[src/rtl/front_panel_encoder.sv]
// Front-panel input encoder: turns keypad scanner events and the raw door switch
// into timer/power/door/start/cancel commands for the microwave controller.
module front_panel_encoder #(
    parameter int unsigned DEBOUNCE_CYCLES = 4
) (
    input  logic       clk,
    input  logic       reset,
    input  logic       key_valid,
    input  logic [3:0] key_code,
    input  logic       door_raw,
    input  logic       busy,
    output logic       power,
    output logic [6:0] timer,
    output logic       door_status,
    output logic       start_button,
    output logic       cancel_button,
    output logic [1:0] digit_count
);

    // State encoding doubles as the digit count.
    typedef enum logic [1:0] {
        EMPTY = 2'd0,
        ONE   = 2'd1,
        TWO   = 2'd2
    } entry_state_e;

    typedef enum logic [3:0] {
        KEY_POWER  = 4'd10,
        KEY_CLEAR  = 4'd11,
        KEY_START  = 4'd12,
        KEY_CANCEL = 4'd13
    } key_cmd_e;

    localparam logic [3:0] DB_LAST = 4'(DEBOUNCE_CYCLES - 1);

    entry_state_e state_q, state_d;
    logic [3:0]   tens_q, tens_d;
    logic [3:0]   ones_q, ones_d;
    logic         power_q, power_d;
    logic         key_valid_q, key_valid_d;
    logic         door_status_q, door_status_d;
    logic [3:0]   db_cnt_q, db_cnt_d;
    logic         start_q, start_d;
    logic         cancel_q, cancel_d;
    logic         key_accept;

    assign key_accept = key_valid && !key_valid_q;

    // NOTE: every variable written here gets its hold value first, so no path
    // through the branches below can leave one unassigned and infer a latch.
    always_comb begin
        state_d       = state_q;
        tens_d        = tens_q;
        ones_d        = ones_q;
        power_d       = power_q;
        key_valid_d   = key_valid;
        door_status_d = door_status_q;
        db_cnt_d      = 4'd0;
        start_d       = 1'b0;
        cancel_d      = 1'b0;

        if (key_accept) begin
            if (key_code <= 4'd9) begin
                if (!busy) begin
                    case (state_q)
                        EMPTY: begin
                            ones_d  = key_code;
                            tens_d  = 4'd0;
                            state_d = ONE;
                        end
                        ONE: begin
                            tens_d  = ones_q;
                            ones_d  = key_code;
                            state_d = TWO;
                        end
                        default: ;
                    endcase
                end
            end else begin
                case (key_code)
                    KEY_POWER: begin
                        if (!busy) power_d = !power_q;
                    end
                    KEY_CLEAR: begin
                        if (!busy) begin
                            tens_d  = 4'd0;
                            ones_d  = 4'd0;
                            state_d = EMPTY;
                        end
                    end
                    // Gated by the debounced door, never by the raw switch.
                    KEY_START: start_d = door_status_q;
                    KEY_CANCEL: begin
                        cancel_d = 1'b1;
                        tens_d   = 4'd0;
                        ones_d   = 4'd0;
                        state_d  = EMPTY;
                    end
                    default: ;
                endcase
            end
        end

        if (door_raw != door_status_q) begin
            if (db_cnt_q == DB_LAST) begin
                door_status_d = door_raw;
            end else begin
                db_cnt_d = db_cnt_q + 4'd1;
            end
        end
    end

    // NOTE: sequential state uses non-blocking assignments so every flop
    // samples the pre-edge values regardless of statement order.
    always_ff @(posedge clk) begin
        if (reset) begin
            state_q       <= EMPTY;
            tens_q        <= 4'd0;
            ones_q        <= 4'd0;
            power_q       <= 1'b0;
            key_valid_q   <= 1'b0;
            door_status_q <= 1'b0;
            db_cnt_q      <= 4'd0;
            start_q       <= 1'b0;
            cancel_q      <= 1'b0;
        end else begin
            state_q       <= state_d;
            tens_q        <= tens_d;
            ones_q        <= ones_d;
            power_q       <= power_d;
            key_valid_q   <= key_valid_d;
            door_status_q <= door_status_d;
            db_cnt_q      <= db_cnt_d;
            start_q       <= start_d;
            cancel_q      <= cancel_d;
        end
    end

    assign timer         = ({3'b000, tens_q} * 7'd10) + {3'b000, ones_q};
    assign power         = power_q;
    assign door_status   = door_status_q;
    assign start_button  = start_q;
    assign cancel_button = cancel_q;
    assign digit_count   = state_q;

endmodule

[config.mk]
export PLATFORM = sky130hd
export DESIGN_NAME = front_panel_encoder
export DESIGN_NICKNAME = d
export VERILOG_FILES = /design/src/rtl/front_panel_encoder.sv
export SDC_FILE = /design/constraint.sdc
export NUM_CORES = 1
export LEC_CHECK = 0
export ABC_AREA = 1
export BUFFER_PORTS_ARGS = -buffer_cell sky130_fd_sc_hd__buf_2
export CORE_ASPECT_RATIO = 0.75
export CORE_UTILIZATION = 50
export CTS_CLUSTER_SIZE = 40
export DETAILED_ROUTE_END_ITERATION = 16
export PLACE_DENSITY = 0.82
export RECOVER_POWER = 25
export SKIP_LAST_GASP = 1
export SYNTH_ARGS = -nofsm -noshare
export SYNTH_HDL_FRONTEND = slang
export SYNTH_SLANG_ARGS = --single-unit
[constraint.sdc]
create_clock -name clk -period 3.8 [get_ports clk]
set_input_delay 0.38 -clock clk [delete_from_list [all_inputs] [get_ports clk]]
set_output_delay 0.38 -clock clk [all_outputs]
set_load 0.005 [all_outputs]
==> results of run 1 <==
==> worst min path at each step <==
stage / start / to / cells past startpoint
finish: key_valid / key_valid_q / 3
global placement: db_cnt_q[0] / db_cnt_q[0] / 1
CTS: key_valid / key_valid_q / 3
global route: key_valid / key_valid_q / 3
detailed placement: db_cnt_q[0] / db_cnt_q[0] / 1
floorplan: db_cnt_q[0] / db_cnt_q[0] / 1
==> sequential cells by signal (all words and copies together) (netlist names), 2 cells and up <==
register and count:
ones_q 4, tens_q 4, digit_count 2, db_cnt_q 4
==> layer usage <==
metal  up-vias  routed length [microns]  global-route usage
li1        497                        -                   -
met1       407                      933               0.223
met2        20                      920               0.306
met3         5                       74              0.0278
met4         0                       27              0.0439
met5         -                        0                   0
==> worst max-delay path, stage by stage (launching register included) <==
cell and delay [ns]:
dfxtp_1 0.44, ha_1 0.28, ha_1 0.22, fa_1 0.52
nand3_1 0.09, xor2_1 0.14, buf_2 0.13
==> synth_stat cells, drive strengths merged <==
cell type,n,share of area
inv,16,0.055
ha,7,0.081
xor2,6,0.048
o21ai,1,0.0046
or2,1,0.0058
nand4,2,0.012
nor2,21,0.073
xnor2,2,0.016
clkbuf,1,0.0034
buf,3,0.028
dfxtp,19,0.35
nor4,1,0.0058
a21oi,12,0.066
nand2,28,0.11
nor3,2,0.0092
nand3,17,0.094
fa,2,0.037
==> cell type report <==
class | instances | area share
Clock buffer | 4 | 0.0217
Sequential cell | 19 | 0.314
Inverter | 16 | 0.0495
Tap cell | 24 | 0.0248
Multi-Input combinational cell | 102 | 0.506
Timing Repair Buffer | 21 | 0.0846
==> power groups by stage <==
stage	registers, mW	logic (mW)	clock network [mW]
2_1_floorplan	0.211	0.0359	0
3_3_place_gp	0.211	0.0463	0
3_5_place_dp	0.211	0.0473	0
4_1_cts	0.207	0.0477	0.103
5_1_grt	0.207	0.0527	0.109
6_report	0.207	0.0470	0.101
==> cells by family (layout without fill, tap and decap cells) <==
kind of cell,after synthesis,after routing
and+or+nand+nor,72,72
AOI/OAI and AO/OA,13,13
xor gates and xnor gates,8,8
DFF,19,19
adders and majority gates,9,9
buffers and inverters,20,41
==> layout by cell type, fill, tap and decap left out <==
cell type  count
nand2_1       25
nor2_1        21
dfxtp_1       19
buf_2         19
nand3_1       15
inv_1         15
a21oi_1       11
ha_1           7
xor2_1         6
clkbuf_4       3
clkbuf_1       3
xnor2_1        2
nand2_4        2
nor3_1         2
nand4_1        2
fa_1           2
nand2_2        1
a21oi_4        1
inv_2          1
nand3_4        1
nand3_2        1
or2_2          1
o21ai_0        1
nor4_1         1
==> metrics.cfg, run 1 <==
[worst_setup_path]
cp-endpoint = timer[6]
required_ns = 3.42
reg2reg_slack_ns = 2.41
reg2reg_from = db_cnt_q[0]
reg2regPathDepth = 7
r2r_end = db_cnt_q[0]
arrival_ns = 2.12
critPathKind = register to output port
cp-startpoint = tens_q[1]
crit_fanout = 4
worst_setup_path_end_kind = output port
critPathLaunchType = register

[timing]
max_freq_mhz = 400
finalSetupViolCount = 0
hold_ws_ns = 0.301
fin_crit_ns = 2.50
final_hold_viol_count = 0
fin_tns_setup_ns = 0
setup_ws_ns = 1.30
tightestPinTransition_ns = 0.594
drv_slew = 0
fin_crit_sh = 0.658
slew_headroom = 0.604
rsz0062_at_grt = no
fin_skew_ns = 0.00705

[synth]
postSynthCellCount = 141
ys_ff_latch = 19
yosys.area_share.simple = 0.312
synth_compound_area_frac = 0.0702
ys_seq_area_frac = 0.350
synth_fp_nets = 159
synthesis.area_sq_um = 1090
synth_top_family_by_area = simple AND/OR/NAND/NOR gates
synth_xor_xnor_area_share = 0.0644
synth_area_per_cell_sq_um = 7.71
synthDistinctLibCells = 24
synth_fa_ha_area_frac = 0.117
synth_mux_area_frac = 0
yosys_warnings = 0

[cts]
post_cts_buffers = 0
clk_path_buf_depth = 2
cts.repair.resized = 0
clkTransAtPathRegs_ns = 0.11
insertion_delay_ns = 0.29
htreeDepth = 1
cts_tree = yes
cts_made_buffers = 3
cts_sinks = 19
cts.hold.buffers_added = 0
clockRootBuffer = clkbuf_4

[pwr]
power_density_nw_per_um2 = 292
switchingPower_mw = 0.0942
p_int_mw = 0.260
power_mw = 0.354
ir_drop_uv = 180
p_clk_frac = 0.284
switching_share = 0.266
seq_power_share = 0.583
power_frac_comb = 0.133
power_leakage_nw = 0.612

[die]
io_pins = 22
rows = 14
initial_core_util = 0.535
die_width_microns = 55.8
core_sq_um = 2030
die-area_sq_um = 2370
die_h_microns = 42.4

[cells_and_area]
drive_gt1_frac = 0.185
syn2layout_area_growth_pct = 11.5
multi_input_area_sq_um = 613
regArea_sq_um = 380
final_design_area_no_fill_sq_um = 1210
post-route-util = 0.597
diodes = 0
stdcell_count = 186
nNetsFinal = 181
n_fill_cell = 203

[grt]
antenna_found_initial = 0
grt_usage = 0.173
overflow = 0
grt_pass1_wl_microns = 3260
grt_pass1_vias = 819
grt_max_degree = 15

[routing]
vias = 929
vias_per_cell = 4.99
ant_nets = 0
drtPass1Iterations = 4
drc = 0
post_drt_wl_per_cell_microns = 10.5
totalWireLength_microns = 1960
drtIter0Drc = 25

[placed_design]
dp.cells = 182
dp_hpwl_microns = 1590
gp_congestion = 0.778
place_area_sq_um = 1190
place_ws_ns = 1.63
port_buffers = 21

[outcome]
status = completed

[job]
max_cap_violations = 0

[hold_path]
hold_path.class = primary input to register

No activity file was read; power rests on OpenSTA's default activity.
==> run 2, diff against run 1 <==
--- a/config.mk
+++ b/config.mk
@@ -8,7 +8,7 @@
 export ABC_AREA = 1
 export BUFFER_PORTS_ARGS = -buffer_cell sky130_fd_sc_hd__buf_2
 export CORE_ASPECT_RATIO = 0.75
-export CORE_UTILIZATION = 50
+export CORE_UTILIZATION = 48
 export CTS_CLUSTER_SIZE = 40
 export DETAILED_ROUTE_END_ITERATION = 16
 export PLACE_DENSITY = 0.82
==> constraint.sdc (replaced) <==
create_clock -name clk -period 2.2 [get_ports clk]
set_input_delay 0.22 -clock clk [delete_from_list [all_inputs] [get_ports clk]]
set_output_delay 0.22 -clock clk [all_outputs]
set_load 0.005 [all_outputs]
==> metrics.cfg, run 2 (synthesis results as in run 1) <==
[pwr]
power_density_nw_per_um2 = 482  ; was 292 nW/um^2
ir_drop_uv = 302  ; was 180 uV
power_leakage_nw = 0.633  ; was 0.612 nW

[worst_setup_path]
cp_common_cell = ha_4  ; was ha_1
path_depth = 6  ; unchanged
critPathLaunchType = register  ; unchanged
critPathKind = register to output port  ; unchanged
reg2regPathDepth = 7  ; unchanged
arrival_ns = 1.96  ; was 2.12 ns
worst_setup_path_end_kind = output port  ; unchanged
path_cells = ha_4 > ha_4 > fa_1 > nand3_2 > xor2_1 > buf_2  ; was ha_1 > ha_1 > fa_1 > nand3_1 > xor2_1 > buf_2
cp_slowest_stage_delay_ns = 0.53  ; was 0.52 ns
critPathTopFamily = adder cells  ; unchanged
slowest_stage = fa_1  ; unchanged
required_ns = 1.98  ; was 3.42 ns
crit_fanout = 2  ; was 4
crit_buf_inv = 1  ; unchanged

[outcome]
status = complete, but fails checks  ; was completed
violations = design-rule violations

[cells_and_area]
post-route-util = 0.619  ; was 0.597
final_cell_mix = nand2_1, nor2_1, buf_2, dfxtp_1, inv_1  ; was nand2_1, nor2_1, dfxtp_1, buf_2
drive_gt1_frac = 0.250  ; was 0.185
n_fill_cell = 197  ; was 203
final_design_area_no_fill_sq_um = 1280  ; was 1210 sq um
final_common_cell = nand2_1  ; unchanged
reg_top3 = db_cnt_q x4, ones_q x4, tens_q x4  ; unchanged
syn2layout_area_growth_pct = 17.7  ; was 11.5%
diodes = 0  ; unchanged
nNetsFinal = 183  ; was 181

[timing]
final_hold_viol_count = 0  ; unchanged
drv_slew = 0  ; unchanged
finalSetupViolCount = 0  ; unchanged
max_freq_mhz = 459
slew_headroom = 0.599  ; was 0.604
rsz0062_at_grt = yes  ; was no
fin_skew_ns = 0.00735  ; was 0.00705 ns
tightestPinTransition_ns = 0.602  ; was 0.594 ns
fin_crit_ns = 2.18
fin_crit_sh = 0.991

[cts]
cts_made_buffers = 3  ; unchanged
insertion_delay_ns = 0.31  ; was 0.29 ns
clk_path_buf_depth = 2  ; unchanged
cts_sinks = 19  ; unchanged
clockRootBuffer = clkbuf_4  ; unchanged
cts_tree = yes  ; unchanged
clkTransAtPathRegs_ns = 0.11  ; about the same
cts.hold.buffers_added = 0  ; unchanged
htreeDepth = 1  ; unchanged

[placed_design]
dp_hpwl_microns = 1630  ; was 1590 microns
place_area_sq_um = 1190  ; unchanged
gp_congestion = 0.830  ; was 0.778
port_buffers = 21  ; unchanged

[grt]
grt_pass1_wl_microns = 3640  ; was 3260 microns
grt_pass1_vias = 834  ; was 819
grt_max_degree = 15  ; unchanged
antenna_found_initial = 0  ; unchanged
overflow = 0  ; unchanged
grt_usage = 0.197  ; was 0.173

[routing]
vias_per_cell = 5.12  ; was 4.99
vias = 962  ; was 929
post_drt_wl_per_cell_microns = 11.3  ; was 10.5 microns
drtIter0Drc = 55  ; was 25
drc = 2  ; was 0
ant_nets = 0  ; unchanged
drtPass1Iterations = 10  ; was 4
totalWireLength_microns = 2130  ; was 1960 microns

[die]
core_sq_um = 2070  ; was 2030 sq um
io_pins = 22  ; unchanged
die_width_microns = 57.0  ; was 55.8 microns
die-area_sq_um = 2460  ; was 2370 sq um
initial_core_util = 0.526  ; was 0.535
die_h_microns = 43.2  ; was 42.4 microns
rows = 14  ; unchanged

[hold_path]
hold_depth = 3  ; unchanged
hold_path.class = primary input to register  ; unchanged

[job]
max_cap_violations = 0  ; unchanged

-- run 2: path summary, 6_finish.rpt --
kind              slack, ns         from           to
hold reg to reg        0.46  db_cnt_q[0]  db_cnt_q[0]
setup / recovery       0.02    tens_q[1]     timer[6]
hold / removal         0.13    key_valid  key_valid_q
setup reg to reg       0.85  db_cnt_q[0]  db_cnt_q[2]
-- run 2: repair_timing --
action                                  in CTS  in global routing
buffers inserted                             2                  0
resized for setup                            5                  6
endpoints found under the setup margin       2                  2
pin swaps                                    1                  2
-- run 2: stage by stage --
stage,cells,power [mW],hold WS [ns],setup WS [ns],TNS (ns)
after floorplan,141,0.426,0.289,0.398,0
after global placement,182,0.445,0.431,0.274,0
after detailed placement,182,0.448,0.440,0.216,0
after CTS,188,0.622,0.121,0.000920,0
after global routing,188,0.651,0.155,-0.0489,-0.0658
final,188,0.617,0.128,0.0191,0
-- run 2: routing by layer --
metal  vias to the layer above  global-route usage  part of all wire
li1                        503                   -                 -
met1                       430               0.254              0.45
met2                        25               0.315              0.49
met3                         4              0.0274             0.040
met4                         0               0.117             0.023
met5                         -                   0                 0
-- run 2: cell type report --
type	count	area (sq um)	share of cell area
Sequential cell	19	389	0.304
Timing Repair Buffer	23	123	0.0958
Clock inverter	1	5.00	0.00391
Inverter	16	60.1	0.0469
Multi-Input combinational cell	102	651	0.508
Clock buffer	3	22.5	0.0176
Tap cell	24	30.0	0.0235
-- run 2: worst reg2reg max path, cell delays in order (launching register included) --
cell,delay (ns)
dfxtp_1,0.37
ha_1,0.15
inv_1,0.04
or2_2,0.28
nor2_1,0.13
inv_1,0.08
nand3_1,0.15
a21oi_1,0.06
-- run 2: power breakdown --
group	leakage, nW	switching [mW]	internal (mW)
combinational	0.459	0.0550	0.0275
clock	0.0177	0.112	0.0679
sequential	0.156	0.00543	0.349
==> run 3, diff against run 2 <==
==> constraint.sdc (replaced) <==
create_clock -name clk -period 2.2 [get_ports clk]
set_input_delay 0.22 -clock clk [delete_from_list [all_inputs] [get_ports clk]]
set_output_delay 0.22 -clock clk [all_outputs]
set_load 0.02 [all_outputs]
==> metrics.cfg, run 3 (synthesis results as in run 1) <==
[cells_and_area]
final_design_area_no_fill_sq_um = 1270  ; was 1280 sq um
stdcell_count = 188  ; unchanged
drive_gt1_frac = 0.232  ; was 0.250
final_common_cell = nand2_1  ; unchanged
multi_input_area_sq_um = 646  ; was 651 sq um
n_fill_cell = 187  ; was 197
final_cell_mix = nand2_1, nor2_1, dfxtp_1, buf_2, inv_1  ; was nand2_1, nor2_1, buf_2, dfxtp_1, inv_1
regArea_sq_um = 389  ; unchanged
diodes = 0  ; unchanged
reg_top3 = db_cnt_q x4, ones_q x4, tens_q x4  ; unchanged
nNetsFinal = 183  ; unchanged
syn2layout_area_growth_pct = 16.8  ; was 17.7%

[worst_setup_path]
crit_buf_inv = 1  ; unchanged
slowest_stage = fa_1  ; unchanged
reg2regPathDepth = 7  ; unchanged
worst_setup_path_end_kind = output port  ; unchanged
reg2reg_from = db_cnt_q[0]  ; unchanged
cp_slowest_stage_delay_ns = 0.53  ; about the same
crit_fanout = 2  ; unchanged
reg2reg_slack_ns = 0.83  ; was 0.85 ns
required_ns = 1.98  ; about the same
cp_common_cell = ha_4  ; unchanged
critPathLaunchType = register  ; unchanged
critPathTopFamily = adder cells  ; unchanged
arrival_ns = 1.98  ; was 1.96 ns
r2r_end = db_cnt_q[2]  ; unchanged
critPathKind = register to output port  ; unchanged
path_cells = ha_4 > ha_4 > fa_1 > nand3_2 > xor2_1 > buf_4  ; was ha_4 > ha_4 > fa_1 > nand3_2 > xor2_1 > buf_2

[routing]
totalWireLength_microns = 2190  ; was 2130 microns
ant_nets = 0  ; unchanged
post_drt_wl_per_cell_microns = 11.7  ; was 11.3 microns
drc = 2  ; unchanged
vias = 972  ; was 962
drtPass1Iterations = 10  ; unchanged
vias_per_cell = 5.17  ; was 5.12
drtIter0Drc = 20  ; was 55

[timing]
final_hold_viol_count = 0  ; unchanged
rsz0062_at_grt = yes  ; unchanged
finalSetupViolCount = 1  ; was 0
fin_skew_ns = 0.00138  ; was 0.00735 ns
fin_crit_sh = 1.00  ; was 0.991
drv_slew = 0  ; unchanged
fin_tns_setup_ns = -0.00261  ; was 0 ns
slew_headroom = 0.582  ; was 0.599
fin_crit_ns = 2.20  ; was 2.18 ns
tightestPinTransition_ns = 0.628  ; was 0.602 ns
setup_ws_ns = -0.00261  ; was 0.0191 ns
max_freq_mhz = 454  ; was 459 MHz

[die]
rows = 14  ; unchanged
core_sq_um = 2070  ; unchanged
die_h_microns = 43.2  ; unchanged
die-area_sq_um = 2460  ; unchanged
die_width_microns = 57.0  ; unchanged
initial_core_util = 0.526  ; unchanged
io_pins = 22  ; unchanged

[cts]
clk_path_buf_depth = 2  ; unchanged
cts_tree = yes  ; unchanged
htreeDepth = 1  ; unchanged
clkTransAtPathRegs_ns = 0.11  ; about the same
cts_sinks = 19  ; unchanged
insertion_delay_ns = 0.30  ; was 0.31 ns
cts.hold.buffers_added = 0  ; unchanged
clockRootBuffer = clkbuf_4  ; unchanged
cts_made_buffers = 3  ; unchanged

[placed_design]
dp.cells = 182  ; unchanged
place_area_sq_um = 1190  ; unchanged
gp_congestion = 0.830  ; unchanged
port_buffers = 21  ; unchanged
dp_hpwl_microns = 1640  ; was 1630 microns

[hold_path]
hold_path.class = primary input to register  ; unchanged
hold-path-endpoint = key_valid_q  ; unchanged
hp-start = key_valid  ; unchanged
hold_depth = 3  ; unchanged

[pwr]
power_density_nw_per_um2 = 491  ; was 482 nW/um^2
power_leakage_nw = 0.608  ; was 0.633 nW
ir_drop_uv = 317  ; was 302 uV

[grt]
antenna_found_initial = 0  ; unchanged
grt_pass1_wl_microns = 3620  ; was 3640 microns
grt_pass1_vias = 852  ; was 834
grt_usage = 0.197  ; unchanged
grt_max_degree = 15  ; unchanged
overflow = 0  ; unchanged

[job]
max_cap_violations = 0  ; unchanged

[outcome]
status = complete, but fails checks  ; unchanged
violations = design-rule violations, negative setup slack  ; was design-rule violations

## run 3: cell types whose count changed in the layout (fill, tap and decap cells not counted)
cell / previous run / this run
buf_2: 20 / 16
buf_4: 1 / 3
buf_6: 1 / 0
clkbuf_1: 1 / 4
ha_1: 5 / 4
ha_2: 0 / 1
xnor2_1: 1 / 2
xnor2_2: 1 / 0
## run 3: worst max path at each step
| stage | startpoint | end | slack [ns] | cells after the start |
|---|---|---|---|---|
| after detailed placement | tens_q[1] | timer[6] | 0.18 | 6 |
| final | tens_q[3] | timer[6] | -0.003 | 6 |
| after global placement | tens_q[1] | timer[6] | 0.24 | 6 |
| after global routing | tens_q[3] | timer[6] | -0.07 | 6 |
| after floorplan | tens_q[1] | timer[6] | 0.19 | 5 |
| after CTS | tens_q[3] | timer[6] | -0.03 | 6 |
## run 3: final cells by class
| class | count | share of cell area |
|---|---|---|
| Clock buffer | 3 | 0.0177 |
| Clock inverter | 1 | 0.00394 |
| Inverter | 16 | 0.0473 |
| Multi-Input combinational cell | 102 | 0.508 |
| Sequential cell | 19 | 0.306 |
| Tap cell | 24 | 0.0236 |
| Timing Repair Buffer | 23 | 0.0926 |
## run 3: power breakdown
group / total [mW] / internal, mW / switching (mW)
clock: 0.180 / 0.0680 / 0.112
sequential: 0.355 / 0.349 / 0.00561
combinational: 0.0887 / 0.0276 / 0.0611
## run 3: per-stage QoR
stage	total power, mW	hold WS, ns	setup WS (ns)	utilization
3_3_place_gp	0.450	0.431	0.240	0.575
6_report	0.624	0.121	-0.00261	0.614
4_1_cts	0.628	0.118	-0.0349	0.613
2_1_floorplan	0.432	0.289	0.193	-
5_1_grt	0.653	0.139	-0.0721	0.614
3_5_place_dp	0.453	0.441	0.175	0.575
## run 3: repair_timing
action,4_1_cts,5_1_grt
setup endpoints to repair,2,2
gates resized for setup,9,2
pin swaps,4,2
buffers inserted,2,0
## run 3: layer usage
| metal | track usage | wire length (microns) | up-vias |
|---|---|---|---|
| met3 | 0.0274 | 80 | 4 |
| met2 | 0.332 | 1070 | 24 |
| met5 | 0 | 0 | - |
| met1 | 0.241 | 999 | 441 |
| met4 | 0.117 | 46 | 0 |
| li1 | - | - | 503 |
## run 3: worst register-to-register path, stage by stage, from the launching register on
cell	delay, ns
dfxtp_1	0.37
ha_1	0.15
inv_1	0.04
or2_2	0.28
nor2_1	0.15
inv_1	0.08
nand3_1	0.14
a21oi_1	0.06
